==> config.mk <==
export PLATFORM = sky130hd
export DESIGN_NAME = mc6809_dma_arbiter_flat
export DESIGN_NICKNAME = d
export VERILOG_FILES = /design/src/rtl/mc6809_dma_arbiter_if.sv /design/src/rtl/mc6809_dma_arbiter.sv /design/src/flat_wrapper.sv
export SDC_FILE = /design/constraint.sdc
export NUM_CORES = 1
export LEC_CHECK = 0
export CAP_MARGIN = 15
export CELL_PAD_IN_SITES_DETAIL_PLACEMENT = 0
export CELL_PAD_IN_SITES_GLOBAL_PLACEMENT = 1
export CORE_AREA = 2 2 64 66
export DETAILED_ROUTE_END_ITERATION = 8
export DIE_AREA = 0 0 66 68
export PLACE_DENSITY_LB_ADDON = 0.25
export SETUP_SLACK_MARGIN = 0.05
export SLEW_MARGIN = 10
export SYNTH_ARGS = -nofsm -noshare
export SYNTH_HDL_FRONTEND = slang
export SYNTH_SLANG_ARGS = --single-unit
==> constraint.sdc <==
create_clock -name CLK -period 2.4 [get_ports CLK]
set_clock_uncertainty 0.05 [all_clocks]
set_input_delay 0.48 -clock CLK [delete_from_list [all_inputs] [get_ports CLK]]
set_output_delay 0.48 -clock CLK [all_outputs]
set_load 0.1 [all_outputs]
==> src/rtl/mc6809_dma_arbiter_if.sv <==
// Bus bundle between the MC6809 DMA arbiter and its surroundings: core-side
// BA/BS/nDMABREQ plus the per-master request/done/grant lines.
interface mc6809_dma_arbiter_if #(
    parameter int NREQ = 4
);
    localparam int IDW = $clog2(NREQ);

    logic [NREQ-1:0] req;
    logic [NREQ-1:0] done;
    logic            BA;
    logic            BS;
    logic            nDMABREQ;
    logic [NREQ-1:0] gnt;
    logic [IDW-1:0]  gnt_id;
    logic            dma_active;
    logic            forced;
    logic            abort;
    logic [1:0]      dbg_state;

    // Handshake: a master raises req and holds it; it owns the bus for every
    // cycle its gnt bit is 1 and ends the tenure with a one-cycle done pulse
    // or by dropping req. The core grants the bus while BA=1 and BS=1.
    modport master (
        input  req, done, BA, BS,
        output nDMABREQ, gnt, gnt_id, dma_active, forced, abort, dbg_state
    );

    modport slave (
        output req, done, BA, BS,
        input  nDMABREQ, gnt, gnt_id, dma_active, forced, abort, dbg_state
    );
endinterface

==> src/rtl/mc6809_dma_arbiter.sv <==
// Round-robin arbiter sharing the MC6809 bus among NREQ DMA masters through
// nDMABREQ, with tenures capped at MAX_BURST cycles for the core's refresh limit.
module mc6809_dma_arbiter #(
    parameter int NREQ      = 4,
    parameter int MAX_BURST = 14,
    parameter int MIN_GAP   = 2
) (
    input logic                  CLK,
    input logic                  nRESET,
    mc6809_dma_arbiter_if.master bus
);
    localparam int IDW = $clog2(NREQ);
    localparam int BW  = $clog2(MAX_BURST + 1);
    localparam int GW  = $clog2(MIN_GAP + 1);

    localparam logic [BW-1:0] BURST_LAST = BW'(MAX_BURST - 1);
    localparam logic [BW-1:0] BURST_SAT  = BW'(MAX_BURST);
    localparam logic [GW-1:0] GAP_LAST   = GW'(MIN_GAP - 1);
    localparam logic [GW-1:0] GAP_SAT    = GW'(MIN_GAP);
    localparam logic [IDW-1:0] ID_LAST   = IDW'(NREQ - 1);

    typedef enum logic [1:0] {
        IDLE    = 2'd0,
        REQ     = 2'd1,
        GRANT   = 2'd2,
        RELEASE = 2'd3
    } state_t;

    state_t          state, state_n;
    logic [IDW-1:0]  rr_ptr, rr_n;
    logic [BW-1:0]   burst, burst_n;
    logic [GW-1:0]   gap, gap_n;
    logic [NREQ-1:0] gnt_q, gnt_n;
    logic [IDW-1:0]  gnt_id_q, gnt_id_n;
    logic            forced_q, forced_n;
    logic            abort_q, abort_n;
    logic            nbreq_q;

    logic            granted;
    logic            win_found;
    logic [IDW-1:0]  win_idx;
    logic            win_done;
    logic            win_req;
    logic [IDW-1:0]  rr_after;

    assign granted  = bus.BA && bus.BS;
    assign win_done = bus.done[gnt_id_q];
    assign win_req  = bus.req[gnt_id_q];
    assign rr_after = (gnt_id_q == ID_LAST) ? '0 : gnt_id_q + 1'b1;

    // First requester at or above the round-robin pointer, wrapping to 0.
    always_comb begin
        int j;
        j         = 0;
        win_found = 1'b0;
        win_idx   = '0;
        for (int i = 0; i < NREQ; i++) begin
            j = int'(rr_ptr) + i;
            if (j >= NREQ) j = j - NREQ;
            if (!win_found && bus.req[j]) begin
                win_found = 1'b1;
                win_idx   = IDW'(j);
            end
        end
    end

    always_comb begin
        state_n  = state;
        rr_n     = rr_ptr;
        burst_n  = burst;
        gap_n    = gap;
        gnt_n    = gnt_q;
        gnt_id_n = gnt_id_q;
        forced_n = 1'b0;
        abort_n  = 1'b0;
        case (state)
            IDLE: begin
                gap_n = '0;
                if (|bus.req) state_n = REQ;
            end
            REQ: begin
                if (bus.req == '0) begin
                    state_n = RELEASE;
                    gap_n   = '0;
                end else if (granted && win_found) begin
                    gnt_n          = '0;
                    gnt_n[win_idx] = 1'b1;
                    gnt_id_n       = win_idx;
                    burst_n        = '0;
                    state_n        = GRANT;
                end
            end
            GRANT: begin
                burst_n = (burst == BURST_SAT) ? burst : burst + 1'b1;
                // Exit priority: lost bus, then normal end, then burst cap.
                if (!granted || win_done || !win_req || burst == BURST_LAST) begin
                    state_n = RELEASE;
                    gnt_n   = '0;
                    rr_n    = rr_after;
                    gap_n   = '0;
                    if (!granted) abort_n = 1'b1;
                    else if (!(win_done || !win_req)) forced_n = 1'b1;
                end
            end
            RELEASE: begin
                if (gap >= GAP_LAST && !bus.BA) begin
                    state_n = IDLE;
                    gap_n   = '0;
                end else begin
                    gap_n = (gap == GAP_SAT) ? gap : gap + 1'b1;
                end
            end
            default: state_n = IDLE;
        endcase
    end

    always_ff @(posedge CLK or negedge nRESET) begin
        if (!nRESET) begin
            state    <= IDLE;
            rr_ptr   <= '0;
            burst    <= '0;
            gap      <= '0;
            gnt_q    <= '0;
            gnt_id_q <= '0;
            forced_q <= 1'b0;
            abort_q  <= 1'b0;
            nbreq_q  <= 1'b1;
        end else begin
            state    <= state_n;
            rr_ptr   <= rr_n;
            burst    <= burst_n;
            gap      <= gap_n;
            gnt_q    <= gnt_n;
            gnt_id_q <= gnt_id_n;
            forced_q <= forced_n;
            abort_q  <= abort_n;
            nbreq_q  <= !(state_n == REQ || state_n == GRANT);
        end
    end

    assign bus.nDMABREQ   = nbreq_q;
    assign bus.gnt        = gnt_q;
    assign bus.gnt_id     = gnt_id_q;
    assign bus.dma_active = |gnt_q;
    assign bus.forced     = forced_q;
    assign bus.abort      = abort_q;
    assign bus.dbg_state  = state;
endmodule
==> src/flat_wrapper.sv <==
// flat-port wrapper written by rule: the top's interface ports become plain ports
module mc6809_dma_arbiter_flat 
#(
    parameter int NREQ      = 4,
    parameter int MAX_BURST = 14,
    parameter int MIN_GAP   = 2
)
  (CLK, nRESET, bus_req, bus_done, bus_BA, bus_BS, bus_nDMABREQ, bus_gnt, bus_gnt_id, bus_dma_active, bus_forced, bus_abort, bus_dbg_state);
  mc6809_dma_arbiter_if #(.NREQ(NREQ)) bus_i ();
  input logic CLK;
  input logic nRESET;
  input wire logic [$bits(bus_i.req)-1:0] bus_req;
  input wire logic [$bits(bus_i.done)-1:0] bus_done;
  input wire logic [$bits(bus_i.BA)-1:0] bus_BA;
  input wire logic [$bits(bus_i.BS)-1:0] bus_BS;
  output wire logic [$bits(bus_i.nDMABREQ)-1:0] bus_nDMABREQ;
  output wire logic [$bits(bus_i.gnt)-1:0] bus_gnt;
  output wire logic [$bits(bus_i.gnt_id)-1:0] bus_gnt_id;
  output wire logic [$bits(bus_i.dma_active)-1:0] bus_dma_active;
  output wire logic [$bits(bus_i.forced)-1:0] bus_forced;
  output wire logic [$bits(bus_i.abort)-1:0] bus_abort;
  output wire logic [$bits(bus_i.dbg_state)-1:0] bus_dbg_state;
  assign bus_i.req = bus_req;
  assign bus_i.done = bus_done;
  assign bus_i.BA = bus_BA;
  assign bus_i.BS = bus_BS;
  assign bus_nDMABREQ = bus_i.nDMABREQ;
  assign bus_gnt = bus_i.gnt;
  assign bus_gnt_id = bus_i.gnt_id;
  assign bus_dma_active = bus_i.dma_active;
  assign bus_forced = bus_i.forced;
  assign bus_abort = bus_i.abort;
  assign bus_dbg_state = bus_i.dbg_state;
  mc6809_dma_arbiter #(.NREQ(NREQ), .MAX_BURST(MAX_BURST), .MIN_GAP(MIN_GAP)) u_core (.CLK(CLK), .nRESET(nRESET), .bus(bus_i));
endmodule
==> impl_metrics.toml <==
[cts]
clock_latency_ps = 260
cts.sinks = 19
postCtsSetupRepairBufs = 0
htree_num_levels = 1
clockRootBuffer = "clkbuf_8"
cts_hold_buf = 0
path_clk_slew_ps = 80
cts_tree = "built"
clockBufferDepth = 2
cts_buffers = 3
cts_resized = 0

[floorplan]
start_util = 0.288
core_area_mm2 = 0.00386
rows = 23
die_area_mm2 = 0.00449
boundaryPins = 24
dieWidth_um = 66
dieHeight_um = 68

[global_routing]
grt_use_total = 0.132
grt_pass1_wl_mm = 4.52
antenna_found_initial = 0
grt_start_max_net_pins = 20
grt.overflow.total = 0
grt_pass1_vias = 982

[min_path]
holdCritPathClass = "flip-flop to flip-flop"
holdPathEnd = "u_core.gap[0]$_DFFE_PN0P_"
min-delay-start = "u_core.gap[0]$_DFFE_PN0P_"
whs_path_depth = 2

[timing]
setup_viol = 0
fin_crit_ps = 2070
final_hold_viol_count = 0
setup_tns_ps = 0
post-route-period-util = 0.862
drv_slew = 0
tightest_slew_ps = 398
rsz0062_at_grt = "false"
slew_headroom = 0.733
fmax_ghz = 0.483

[worst_setup_path]
rr_startpoint = "u_core.bus.gnt_id[1]$_DFFE_PN0P_"
rrSetupSlack_ps = 700
startpoint_type = "input pin"
crit_required_ps = 2490
r2r_cells = 3
worst-setup-path-type = "input pin to flip-flop"
r2r_end = "u_core.rr_ptr[0]$_DFFE_PN0P_"
cp-end-kind = "flip-flop"
cp.arrival_ps = 2160
crit_fanout = 4

[synthesis]
syn_inst = 113
synth_ff_type = "dfrtp_1"
async_flop_share = 1.00
syn_area_mm2 = 0.00111
synth_nets = 131
synth_edf_count = 0
synth-seq-cells = 19
avgSynthCellArea_um2 = 9.83
synth_compound_area_frac = 0.170
synth_top_cell_area_share = 0.405
synthTopCellsByArea = "dfrtp_1 41%, ha_1 6.8%, nor2b_1 3.9%"
synth_cell_types = 35
ys_seq_area_frac = 0.429
synth_top_cell_by_area = "dfrtp_1"
synthAdderAreaFrac = 0.0676
ys_warn_count = 0
synth_top_family_by_area = "simple AND/OR/NAND/NOR gates"
synth_xor_xnor_area_share = 0.0236
synthMuxAreaShare = 0.0563
synthSimpleGateAreaFrac = 0.218

[finish]
syn2layout_area_growth_pct = 32.9
drive_gt1_frac = 0.212
antenna_cells = 0
nNetsFinal = 165
final_cell_mix = "21 x buf_4, 17 x dfrtp_1, 11 x clkdlybuf4s50_1"
fill_cells = 413
final_common_cell = "buf_4"

[routing]
drcViolationCount = 0
vias = 939
vias_per_cell = 4.79
wirelength_mm = 2.61
drt_iter0_drc = 42
dr.pass1.iters = 4
wl_per_cell_um = 13.3
ant_nets = 0

[flow_run]
drv_cap = 0

[place]
dp_hpwl_mm = 2.05
gp_congestion = 0.720
io_buffers = 23

[outcome]
status = "finished, final reports clean"
## flip-flops by register name (all words and copies together) (netlist names)
register,count
u_core.burst,4
u_core.bus.abort,1
u_core.bus.dbg_state,2
u_core.bus.forced,1
u_core.bus.gnt,4
u_core.bus.gnt_id,2
u_core.bus.nDMABREQ,1
u_core.gap,2
u_core.rr_ptr,2
## through the flow
stage | instance area (µm²) | util | std cells | worst slack, ps | hold WS [ps]
global placement | 1430 | 0.371 | 192 | 106 | 488
floorplan | 1110 | - | 113 | 54.4 | 134
CTS | 1480 | 0.383 | 196 | 335 | 501
detailed placement | 1430 | 0.371 | 192 | 62.6 | 490
finish | 1480 | 0.383 | 196 | 331 | 500
global route | 1480 | 0.383 | 196 | 271 | 535
## logic make-up after synthesis
logic type | Yosys count
muxes | 4
buffers and inverters | 10
and+or+nand+nor | 47
xor gates and xnor gates | 3
adders and majority gates | 6
DFF | 19
AOI/OAI and AO/OA | 24
## routing by layer
layer / vias to the layer above / global-route usage / share of wire
met2: 24 / 0.213 / 0.46
met3: 6 / 0.0329 / 0.058
met5: - / 0 / 0
met4: 0 / 0.0408 / 0.013
met1: 441 / 0.176 / 0.46
li1: 468 / - / -
## synth_stat cells, drive strengths merged (2+ instances only)
cell     instances
a22o             2
dfrtp           18
inv              7
nor3             3
nor2b            7
nand2b           4
o2bb2ai          3
a21oi            4
and3             3
or4              2
a21o             2
nand3            6
xnor2            3
and2             3
nor2             8
ha               6
o21ai            3
clkbuf           2
o32ai            2
mux2             2
nand2            9
## worst max-delay path: stages
cell and delay [ps]:
clkdlybuf4s50_1 460, nor2b_1 150, mux4_2 510, a31oi_4 240, mux2_4 320
## how the worst max path moves through the flow
stage,startpoint,to,slack (ps)
after CTS,bus_req[0],u_core.rr_ptr[0]$_DFFE_PN0P_,330
after global routing,bus_req[0],u_core.bus.gnt[3]$_DFFE_PN0P_,270
after detailed placement,bus_req[0],u_core.rr_ptr[1]$_DFFE_PN0P_,60
after global placement,bus_req[0],u_core.rr_ptr[0]$_DFFE_PN0P_,110
after floorplan,u_core.bus.gnt[1]$_DFFE_PN0P_,bus_dma_active,50
final,bus_req[0],u_core.rr_ptr[0]$_DFFE_PN0P_,330
## layout make-up
class,count,area [µm²],share of cell area
timing repair buffer,32,268,0.181
sequential,19,478,0.324
clock inverter,1,5.00,0.00339
clock buffer,3,41.3,0.0280
multi-input combinational,84,596,0.403
tap,50,62.6,0.0424
inverter,7,26.3,0.0178
Power is not shown: default switching activity piles up to over one toggle a cycle in this logic, so the estimate is an artifact.
